<file path="config.mk">
export PLATFORM = sky130hd
export DESIGN_NAME = flash_boot_loader
export DESIGN_NICKNAME = d
export VERILOG_FILES = /design/src/rtl/flash_boot_loader.sv
export SDC_FILE = /design/constraint.sdc
export NUM_CORES = 1
export LEC_CHECK = 0
export ABC_AREA = 1
export CAP_MARGIN = 20
export CELL_PAD_IN_SITES_DETAIL_PLACEMENT = 2
export CELL_PAD_IN_SITES_GLOBAL_PLACEMENT = 2
export CORE_MARGIN = 2
export CORE_UTILIZATION = 30
export CTS_BUF_LIST = sky130_fd_sc_hd__clkbuf_8
export CTS_CLUSTER_DIAMETER = 60
export DETAILED_ROUTE_END_ITERATION = 8
export PLACE_DENSITY = 0.95
export SETUP_SLACK_MARGIN = 0.2
export SLEW_MARGIN = 20
export SYNTH_ARGS = -nofsm -noshare
export SYNTH_HDL_FRONTEND = slang
export SYNTH_SLANG_ARGS = --single-unit
</file>
<file path="constraint.sdc">
create_clock -name clk -period 2.6 [get_ports clk]
set_input_delay 0.52 -clock clk [delete_from_list [all_inputs] [get_ports clk]]
set_output_delay 0.52 -clock clk [all_outputs]
set_load 0.03 [all_outputs]
</file>
<file path="src/rtl/flash_boot_loader.sv">
// flash_boot_loader
//   Boot-time copy engine between the instruction flash ROM and instruction
//   memory. Walks ROM addresses 0..BOOT_WORDS-1, streams each word over a
//   valid/ready write port, holds the core until the image is copied and
//   reports a truncated additive checksum of every accepted word.
//
// Ports
//   clk            system clock
//   clk_en         global clock enable; all state holds while low
//   sync_rst       synchronous active-high reset (wins over clk_en)
//   RomAddress     combinational ROM word address (low bits of the pointer)
//   RomValue       ROM data for RomAddress, same cycle
//   MemWrite_Valid registered write request to instruction memory
//   MemWrite_Ready instruction memory accepts the write
//   MemWrite_Addr  registered write word address
//   MemWrite_Data  registered write data
//   Reboot_Req     restart the copy; honoured only once the copy is done
//   CoreHold       1 while the core must stay in reset
//   BootDone       1 once the image has been copied (level)
//   BootChecksum   sum mod 2**DATA_W of all accepted words
module flash_boot_loader #(
  parameter int ROM_ADDR_W = 10,
  parameter int DATA_W     = 16,
  parameter int BOOT_WORDS = 1024
) (
  input  logic                  clk,
  input  logic                  clk_en,
  input  logic                  sync_rst,
  output logic [ROM_ADDR_W-1:0] RomAddress,
  input  logic [DATA_W-1:0]     RomValue,
  output logic                  MemWrite_Valid,
  input  logic                  MemWrite_Ready,
  output logic [ROM_ADDR_W-1:0] MemWrite_Addr,
  output logic [DATA_W-1:0]     MemWrite_Data,
  input  logic                  Reboot_Req,
  output logic                  CoreHold,
  output logic                  BootDone,
  output logic [DATA_W-1:0]     BootChecksum
);

  typedef enum logic {
    ST_COPY = 1'b0,
    ST_DONE = 1'b1
  } state_t;

  // Pointer is one bit wider than the address so BOOT_WORDS == 2**ROM_ADDR_W
  // is representable as the terminal count.
  localparam logic [ROM_ADDR_W:0] BootWordsC = (ROM_ADDR_W+1)'(BOOT_WORDS);
  localparam logic [ROM_ADDR_W:0] PtrOneC    = (ROM_ADDR_W+1)'(1);

  state_t                state_q,     state_d;
  logic [ROM_ADDR_W:0]   ptr_q,       ptr_d;
  logic                  out_valid_q, out_valid_d;
  logic [ROM_ADDR_W-1:0] out_addr_q,  out_addr_d;
  logic [DATA_W-1:0]     out_data_q,  out_data_d;
  logic [DATA_W-1:0]     checksum_q,  checksum_d;

  logic accept;
  logic load;

  assign accept = clk_en & out_valid_q & MemWrite_Ready;
  // A new word may enter the output register when it is empty or being
  // drained this very cycle, giving one word per cycle with Ready high.
  assign load   = clk_en & (state_q == ST_COPY) & (ptr_q < BootWordsC) &
                  (~out_valid_q | MemWrite_Ready);

  always_comb begin
    state_d     = state_q;
    ptr_d       = ptr_q;
    out_valid_d = out_valid_q;
    out_addr_d  = out_addr_q;
    out_data_d  = out_data_q;
    checksum_d  = checksum_q;

    if (load) begin
      out_data_d  = RomValue;
      out_addr_d  = ptr_q[ROM_ADDR_W-1:0];
      out_valid_d = 1'b1;
      ptr_d       = ptr_q + PtrOneC;
    end else if (accept) begin
      out_valid_d = 1'b0;
    end

    if (accept) begin
      checksum_d = checksum_q + out_data_q;
    end

    if (clk_en) begin
      unique case (state_q)
        ST_COPY: begin
          // All words fetched and the last one drained (or draining now).
          if ((ptr_q == BootWordsC) && (!out_valid_q || accept)) begin
            state_d = ST_DONE;
          end
        end
        ST_DONE: begin
          if (Reboot_Req) begin
            state_d    = ST_COPY;
            ptr_d      = '0;
            checksum_d = '0;
          end
        end
        default: state_d = ST_COPY;
      endcase
    end
  end

  always_ff @(posedge clk) begin
    if (sync_rst) begin
      state_q     <= ST_COPY;
      ptr_q       <= '0;
      out_valid_q <= 1'b0;
      out_addr_q  <= '0;
      out_data_q  <= '0;
      checksum_q  <= '0;
    end else begin
      state_q     <= state_d;
      ptr_q       <= ptr_d;
      out_valid_q <= out_valid_d;
      out_addr_q  <= out_addr_d;
      out_data_q  <= out_data_d;
      checksum_q  <= checksum_d;
    end
  end

  assign RomAddress     = ptr_q[ROM_ADDR_W-1:0];
  assign MemWrite_Valid = out_valid_q;
  assign MemWrite_Addr  = out_addr_q;
  assign MemWrite_Data  = out_data_q;
  assign CoreHold       = (state_q == ST_COPY);
  assign BootDone       = (state_q == ST_DONE);
  assign BootChecksum   = checksum_q;

endmodule

</file>
==> results of run 1 <==
worst register-to-register path, stage by stage (launching register included):
cell and delay (ns):
sky130_fd_sc_hd__dfxtp_1 0.35, sky130_fd_sc_hd__ha_1 0.23, sky130_fd_sc_hd__fa_1 0.40, sky130_fd_sc_hd__nand2_1 0.21, sky130_fd_sc_hd__nand2_1 0.09, sky130_fd_sc_hd__nand3b_1 0.12, sky130_fd_sc_hd__nand2_1 0.11, sky130_fd_sc_hd__nand2_1 0.10
sky130_fd_sc_hd__nand2_1 0.06, sky130_fd_sc_hd__nand2_1 0.05, sky130_fd_sc_hd__nand3_1 0.07, sky130_fd_sc_hd__nand2_1 0.11, sky130_fd_sc_hd__inv_1 0.05
power by group:
group / internal [mW] / switching, mW
Sequential: 0.893 / 0.0568
Combinational: 0.201 / 0.312
Clock: 0.197 / 0.326
cells in the final DEF, fill, tap and decap left out, types with 2 or more instances in the layout:
| master | n |
|---|---|
| sky130_fd_sc_hd__nand2_1 | 96 |
| sky130_fd_sc_hd__clkdlybuf4s50_1 | 75 |
| sky130_fd_sc_hd__nor2_1 | 71 |
| sky130_fd_sc_hd__inv_1 | 66 |
| sky130_fd_sc_hd__dfxtp_1 | 55 |
| sky130_fd_sc_hd__o21ai_0 | 33 |
| sky130_fd_sc_hd__nand3_1 | 31 |
| sky130_fd_sc_hd__a21oi_1 | 22 |
| sky130_fd_sc_hd__ha_1 | 17 |
| sky130_fd_sc_hd__o21a_1 | 9 |
| sky130_fd_sc_hd__xor2_1 | 8 |
| sky130_fd_sc_hd__nor3_1 | 6 |
| sky130_fd_sc_hd__inv_2 | 5 |
| sky130_fd_sc_hd__clkbuf_8 | 5 |
| sky130_fd_sc_hd__o211ai_1 | 4 |
| sky130_fd_sc_hd__buf_4 | 4 |
| sky130_fd_sc_hd__nand4_1 | 3 |
| sky130_fd_sc_hd__nor4_1 | 2 |
| sky130_fd_sc_hd__inv_6 | 2 |
flip-flops by register name, summed over array words and instances, names as in the netlist:
name and count:
BootChecksum 16, MemWrite_Data 16, ptr_q 11, MemWrite_Addr 10, BootDone 1, MemWrite_Valid 1
logic make-up (layout without fill, tap and decap cells):
| logic type | after synthesis | in the layout | share of synthesized area |
|---|---|---|---|
| AND/OR/NAND/NOR | 217 | 217 | 0.292 |
| buffers and inverters | 93 | 159 | 0.132 |
| AO/OA/AOI/OAI | 69 | 69 | 0.126 |
| flip-flops | 55 | 55 | 0.351 |
| adder cells (fa/ha/maj) | 18 | 18 | 0.0743 |
| XOR/XNOR | 9 | 9 | 0.0252 |
metal layers:
layer  GRT usage  routed length (um)  vias up
li1            -                   -     1569
met1       0.257                5060     1577
met2       0.416                6210       47
met3      0.0288                 285       11
met4      0.0338                 104        0
met5           0                   0        -
layout make-up:
| type | count | area [sq um] | share of cell area |
|---|---|---|---|
| Tap cell | 136 | 170 | 0.0420 |
| Inverter | 71 | 267 | 0.0658 |
| Multi-Input combinational cell | 313 | 1620 | 0.400 |
| Clock buffer | 5 | 68.8 | 0.0170 |
| Clock inverter | 3 | 22.5 | 0.00556 |
| Timing Repair Buffer | 80 | 801 | 0.198 |
| Sequential cell | 55 | 1100 | 0.272 |
how the worst max path moves through the flow:
stage	from	slack, ns	cells past startpoint	endpoint
floorplan	MemWrite_Data[0]$_SDFFE_PP0P_	0.83	9	BootChecksum[8]$_SDFF_PP0_
global placement	MemWrite_Ready	0.36	9	ptr_q[9]$_SDFF_PP0_
detailed placement	MemWrite_Ready	0.23	9	ptr_q[9]$_SDFF_PP0_
CTS	ptr_q[2]$_SDFF_PP0_	0.43	1	RomAddress[2]
global route	MemWrite_Data[0]$_SDFFE_PP0P_	0.36	12	BootChecksum[10]$_SDFF_PP0_
finish	ptr_q[2]$_SDFF_PP0_	0.45	1	RomAddress[2]
==> results.py, run 1 <==
metrics = {
    "sta": {
        "worstMarginPinSlew_ns": 0.541,
        "min_period_over_period": 0.826,
        "setup_viol": 0,
        "clock_skew_ns": 0.0229,
        "worst_hold_slack_ns": 0.505,
        "max_freq_mhz": 466,
        "finalWorstSetupSlack_ns": 0.453,
        "slew_viol_final": 0,
        "worst_slew_margin_rel": 0.639,
        "grt_setup_unrepaired": "false",
        "fin_tns_setup_ns": 0,
        "min_period_ns": 2.15,
        "hold_viol": 0,
    },
    "synth": {
        "ys_seq_area_frac": 0.351,
        "post-synth-top-area-cell": "sky130_fd_sc_hd__dfxtp_1",
        "post_synth.cell_area_avg_sq_um": 6.80,
        "synth_top_cell_area_share": 0.351,
        "yosysWarnings": 0,
        "cell_types_occupying_the_most_area_after_synthesis": "sky130_fd_sc_hd__dfxtp_1 (35%), sky130_fd_sc_hd__nand2_1 (11%), sky130_fd_sc_hd__nor2_1 (8.5%)",
        "synthesis.nets": 500,
        "synthDistinctLibCells": 30,
        "ys_seq_elements": 55,
        "count_of_flip_flops_with_a_built_in_enable_after_synthesis": 0,
        "most_instantiated_flip_flop_cell_in_the_synthesis_netlist": "sky130_fd_sc_hd__dfxtp_1",
        "synth_area_sq_um": 3130,
        "synth_top_cells_by_count": "sky130_fd_sc_hd__nand2_1 (96), sky130_fd_sc_hd__nor2_1 (71), sky130_fd_sc_hd__inv_1 (66), sky130_fd_sc_hd__dfxtp_1 (55), sky130_fd_sc_hd__o21ai_0 (33)",
        "post-synth-top-count-cell": "sky130_fd_sc_hd__nand2_1",
        "synth_cells": 461,
        "postSynth.asyncResetShare": 0,
    },
    "setup_path": {
        "crit_arrival_ns": 1.63,
        "worst_r2r_startpoint": "MemWrite_Data[0]$_SDFFE_PP0P_",
        "worst_path_required_time_ns": 2.08,
        "critPathCaptureType": "primary output",
        "maximum_single_stage_delay_on_the_critical_path_ns": 0.75,
        "r2r_endpoint": "BootChecksum[10]$_SDFF_PP0_",
        "r2r_setup_slack_ns": 0.54,
        "startpoint_type": "register",
        "worstRegToRegCells": 12,
        "timing.critical_path.fanout_max": 8,
        "critPathKind": "reg -> out",
        "cell_chain_of_the_critical_path": "clkdlybuf4s50_1",
        "top_family_by_delay_on_critical_path": "buffers and inverters",
        "wp_buf_inv": 1,
        "critPathSlowestCell": "sky130_fd_sc_hd__clkdlybuf4s50_1",
    },
    "cts": {
        "tritoncts.num_buffers": 5,
        "clock_sink_count": 55,
        "post_cts_resize_count": 0,
        "cts_htree_levels": 2,
        "ctsHoldBuffers": 0,
        "postCtsSetupRepairBufs": 0,
        "tritoncts": "done",
        "ctsLongestPathBuffers": 2,
        "clkTransAtPathRegs_ns": 0.12,
        "clock_insertion_delay_worst_skew_ns": 0.33,
        "clk_root_buffer_cell": "sky130_fd_sc_hd__clkbuf_8",
    },
    "detailed_routing": {
        "routedWlPerCell_um": 17.6,
        "drt-vias-per-instance": 4.83,
        "drc": 0,
        "ant_nets": 0,
        "drtIter0Drc": 74,
        "routed_wl_um": 11700,
        "vias": 3204,
        "detailedRoute.firstPassIterationCount": 4,
    },
    "hold_path": {
        "worstHoldPathType": "reg -> reg",
        "min_delay_path_depth": 2,
        "min_to": "MemWrite_Addr[0]$_SDFFE_PP0P_",
        "holdCritStartpoint": "MemWrite_Addr[0]$_SDFFE_PP0P_",
    },
    "global_route": {
        "grt_start_max_net_pins": 29,
        "first_global_vias": 3788,
        "grt_antenna_before_repair": 0,
        "track_usage": 0.216,
        "grt_remaining_overflow": 0,
        "grt_pass1_wl_um": 19400,
    },
    "floorplan": {
        "die_h_um": 106,
        "ios": 76,
        "die-area_sq_um": 11300,
        "rows": 37,
        "initial_core_util": 0.306,
        "design.core.area_sq_um": 10200,
        "fp.dieW_um": 106,
    },
    "flow_run": {
        "max_cap_violations": 0,
    },
    "power": {
        "peakVddDrop_mv": 0.225,
        "power.leakage_nw": 1.87,
        "power_density_nw_per_um2": 490,
        "total_power_mw": 1.98,
    },
    "place": {
        "post-place-cells": 655,
        "post-place-ws_ns": 0.231,
        "post_dp_cell_area_sq_um": 3960,
        "place_hpwl_um": 8650,
        "gp_routability_congestion": 0.850,
        "buffer_ports.inserted": 75,
    },
    "layout": {
        "antenna_cells_inserted": 0,
        "n_fill_cell": 1189,
        "flow.area_growth_from_synthesis_pct": 29.2,
        "final_cell_area_sq_um": 4050,
        "layout-drive-gt1-share": 0.0436,
        "nets": 565,
        "finalNonFillerCells": 663,
        "post-route-util": 0.396,
    },
    "status": {
        "run_status": "complete, no violations",
    },
}
(Power assumes the default switching activity.)
==> run 2: changes to the inputs <==
--- a/config.mk
+++ b/config.mk
@@ -10,11 +10,11 @@
 export CELL_PAD_IN_SITES_DETAIL_PLACEMENT = 2
 export CELL_PAD_IN_SITES_GLOBAL_PLACEMENT = 2
 export CORE_MARGIN = 2
-export CORE_UTILIZATION = 30
+export CORE_UTILIZATION = 25
 export CTS_BUF_LIST = sky130_fd_sc_hd__clkbuf_8
 export CTS_CLUSTER_DIAMETER = 60
 export DETAILED_ROUTE_END_ITERATION = 8
-export PLACE_DENSITY = 0.95
+export PLACE_DENSITY = 0.88
 export SETUP_SLACK_MARGIN = 0.2
 export SLEW_MARGIN = 20
 export SYNTH_ARGS = -nofsm -noshare
==> constraint.sdc (replaced) <==
create_clock -name clk -period 1.73 [get_ports clk]
set_input_delay 0.346 -clock clk [delete_from_list [all_inputs] [get_ports clk]]
set_output_delay 0.346 -clock clk [all_outputs]
set_load 0.03 [all_outputs]
==> results.py, run 2 (synthesis gave the netlist of run 1 again) <==
metrics = {
    "status": {
        "run_status": "finished with violations",
        "violations_in_the_final_reports": "setup timing",
    },
    "floorplan": {
        "initial_core_util": 0.259,
        "die_h_um": 116,
        "fp.dieW_um": 116,
        "ios": 76,
        "design.core.area_sq_um": 12100,
        "rows": 40,
        "die-area_sq_um": 13400,
    },
    "sta": {
        "clock_skew_ns": 0.0102,
        "fin_tns_setup_ns": -0.585,
        "setup_viol": 7,
        "worst_hold_slack_ns": 0.501,
        "hold_viol": 0,
        "max_freq_mhz": 535,
        "min_period_ns": 1.87,
        "worst_slew_margin_rel": 0.774,
        "slew_viol_final": 0,
        "grt_setup_unrepaired": "true",
        "finalWorstSetupSlack_ns": -0.139,
        "min_period_over_period": 1.08,
        "worstMarginPinSlew_ns": 0.336,
    },
    "cts": {
        "clock_sink_count": 55,
        "tritoncts.num_buffers": 5,
        "clk_root_buffer_cell": "sky130_fd_sc_hd__clkbuf_8",
        "clock_insertion_delay_worst_skew_ns": 0.32,
        "tritoncts": "done",
        "ctsLongestPathBuffers": 2,
        "clkTransAtPathRegs_ns": 0.11,
        "cts_htree_levels": 2,
    },
    "setup_path": {
        "startpoint_type": "register",
        "r2r_endpoint": "BootChecksum[8]$_SDFF_PP0_",
        "worstRegToRegCells": 10,
        "worst_path_required_time_ns": 1.96,
        "timing.critical_path.fanout_max": 3,
        "r2r_setup_slack_ns": -0.14,
        "critPathKind": "reg -> reg",
        "worst_r2r_startpoint": "MemWrite_Data[0]$_SDFFE_PP0P_",
        "critical_path.endpoint": "BootChecksum[8]$_SDFF_PP0_",
        "timing.critical_path.from": "MemWrite_Data[0]$_SDFFE_PP0P_",
        "critPathCaptureType": "register",
        "crit_arrival_ns": 2.10,
    },
    "place": {
        "gp_routability_congestion": 0.805,
        "post-place-cells": 702,
        "place_hpwl_um": 9040,
        "buffer_ports.inserted": 75,
    },
    "global_route": {
        "grt_remaining_overflow": 0,
        "first_global_vias": 3883,
        "grt_antenna_before_repair": 0,
        "grt_pass1_wl_um": 21500,
        "track_usage": 0.209,
        "grt_start_max_net_pins": 26,
    },
    "layout": {
        "post-route-util": 0.395,
        "layout-drive-gt1-share": 0.300,
        "nets": 595,
        "antenna_cells_inserted": 0,
        "flow.area_growth_from_synthesis_pct": 52.7,
        "most_used_cells_in_the_layout_excluding_fill_and_tap_cells": "sky130_fd_sc_hd__nor2_1 (68), sky130_fd_sc_hd__nand2_1 (67), sky130_fd_sc_hd__inv_1 (64)",
        "final_common_cell": "sky130_fd_sc_hd__nor2_1",
        "finalNonFillerCells": 724,
    },
    "detailed_routing": {
        "vias": 3450,
        "routedWlPerCell_um": 20.2,
        "drt-vias-per-instance": 4.77,
        "drc": 0,
        "ant_nets": 0,
        "detailedRoute.firstPassIterationCount": 4,
        "drtIter0Drc": 82,
        "routed_wl_um": 14600,
    },
    "power": {
        "power.leakage_nw": 2.31,
        "total_power_mw": 3.25,
        "combinational_power_share": 0.285,
        "power_density_nw_per_um2": 678,
        "power.clock.fraction": 0.271,
        "switching_power_mw": 1.12,
        "internal_power_mw": 2.12,
        "power_switching_share": 0.345,
        "power.share.sequential": 0.444,
        "peakVddDrop_mv": 0.425,
    },
    "hold_path": {
        "worstHoldPathType": "reg -> reg",
    },
    "flow_run": {
        "max_cap_violations": 0,
    },
}
-- run 2: changes by cell type in the layout (fill, tap and decap cells not counted), sizes merged --
cell	previous run	this run
dlymetal6s2s	0	2
dlygate4sd2	0	37
clkdlybuf4s15	0	12
clkbuf	5	11
clkinv	1	0
clkdlybuf4s50	75	18
inv	73	72
buf	5	35
bufinv	0	1
-- run 2: layer usage --
| layer | up-vias | track usage | wire length (um) |
|---|---|---|---|
| met1 | 1701 | 0.230 | 5680 |
| li1 | 1629 | - | - |
| met3 | 34 | 0.0298 | 386 |
| met5 | - | 0 | 0 |
| met4 | 0 | 0.0667 | 582 |
| met2 | 86 | 0.407 | 8000 |
-- run 2: worst min path at each step --
stage | to | cells after the start | start
3_3_place_gp | MemWrite_Addr[2]$_SDFFE_PP0P_ | 2 | MemWrite_Addr[2]$_SDFFE_PP0P_
2_1_floorplan | MemWrite_Addr[0]$_SDFFE_PP0P_ | 1 | sync_rst
6_report | MemWrite_Addr[0]$_SDFFE_PP0P_ | 2 | MemWrite_Addr[0]$_SDFFE_PP0P_
4_1_cts | MemWrite_Addr[0]$_SDFFE_PP0P_ | 2 | MemWrite_Addr[0]$_SDFFE_PP0P_
3_5_place_dp | MemWrite_Addr[7]$_SDFFE_PP0P_ | 2 | MemWrite_Addr[7]$_SDFFE_PP0P_
5_1_grt | MemWrite_Addr[2]$_SDFFE_PP0P_ | 2 | MemWrite_Addr[2]$_SDFFE_PP0P_
-- run 2: per-stage QoR --
step                instance area (sq um)  setup WS [ns]
floorplan                            3190          0.138
global placement                     4180        -0.0904
detailed placement                   4180         -0.139
CTS                                  4540        -0.0453
global route                         4790         -0.236
finish                               4790         -0.139
-- run 2: layout make-up --
class	instances	area (sq um)
fill	1404	7320
multi-input combinational	313	2050
sequential	55	1160
timing repair buffer	110	986
inverter	71	274
tap	168	210
clock buffer	5	68.8
clock inverter	2	33.8
-- run 2: timing repair --
action                     4_1_cts  5_1_grt
setup buffers                    4       11
hold buffers                     0        0
setup endpoints to repair       70       50
pin swaps                       10       14
gates cloned                     0        0
gates resized for setup        128       70
-- run 2: power by group through the flow --
stage | sequential [mW] | clock [mW] | combinational (mW)
2_1_floorplan | 1.57 | 0 | 0.338
3_3_place_gp | 1.45 | 0 | 0.768
3_5_place_dp | 1.46 | 0 | 0.805
4_1_cts | 1.44 | 0.900 | 0.835
5_1_grt | 1.45 | 0.938 | 0.993
6_report | 1.44 | 0.879 | 0.925
-- run 2: worst max-delay path, cell delays in order (launching register included) --
cell and delay, ns:
sky130_fd_sc_hd__dfxtp_4 0.37, sky130_fd_sc_hd__ha_4 0.17, sky130_fd_sc_hd__fa_2 0.37, sky130_fd_sc_hd__nand2_4 0.08, sky130_fd_sc_hd__buf_4 0.12, sky130_fd_sc_hd__a21oi_4 0.08
sky130_fd_sc_hd__a21oi_2 0.20, sky130_fd_sc_hd__xor2_1 0.17, sky130_fd_sc_hd__nand2_1 0.08, sky130_fd_sc_hd__nand2_1 0.08, sky130_fd_sc_hd__inv_1 0.04
==> run 3: changes to the inputs <==
--- a/config.mk
+++ b/config.mk
@@ -14,6 +14,7 @@
 export CTS_BUF_LIST = sky130_fd_sc_hd__clkbuf_8
 export CTS_CLUSTER_DIAMETER = 60
 export DETAILED_ROUTE_END_ITERATION = 8
+export HOLD_SLACK_MARGIN = 0.12
 export PLACE_DENSITY = 0.88
 export SETUP_SLACK_MARGIN = 0.2
 export SLEW_MARGIN = 20
==> results of run 3 <==
Same layout as run 2: the final DEF is identical, and so are final timing and power.
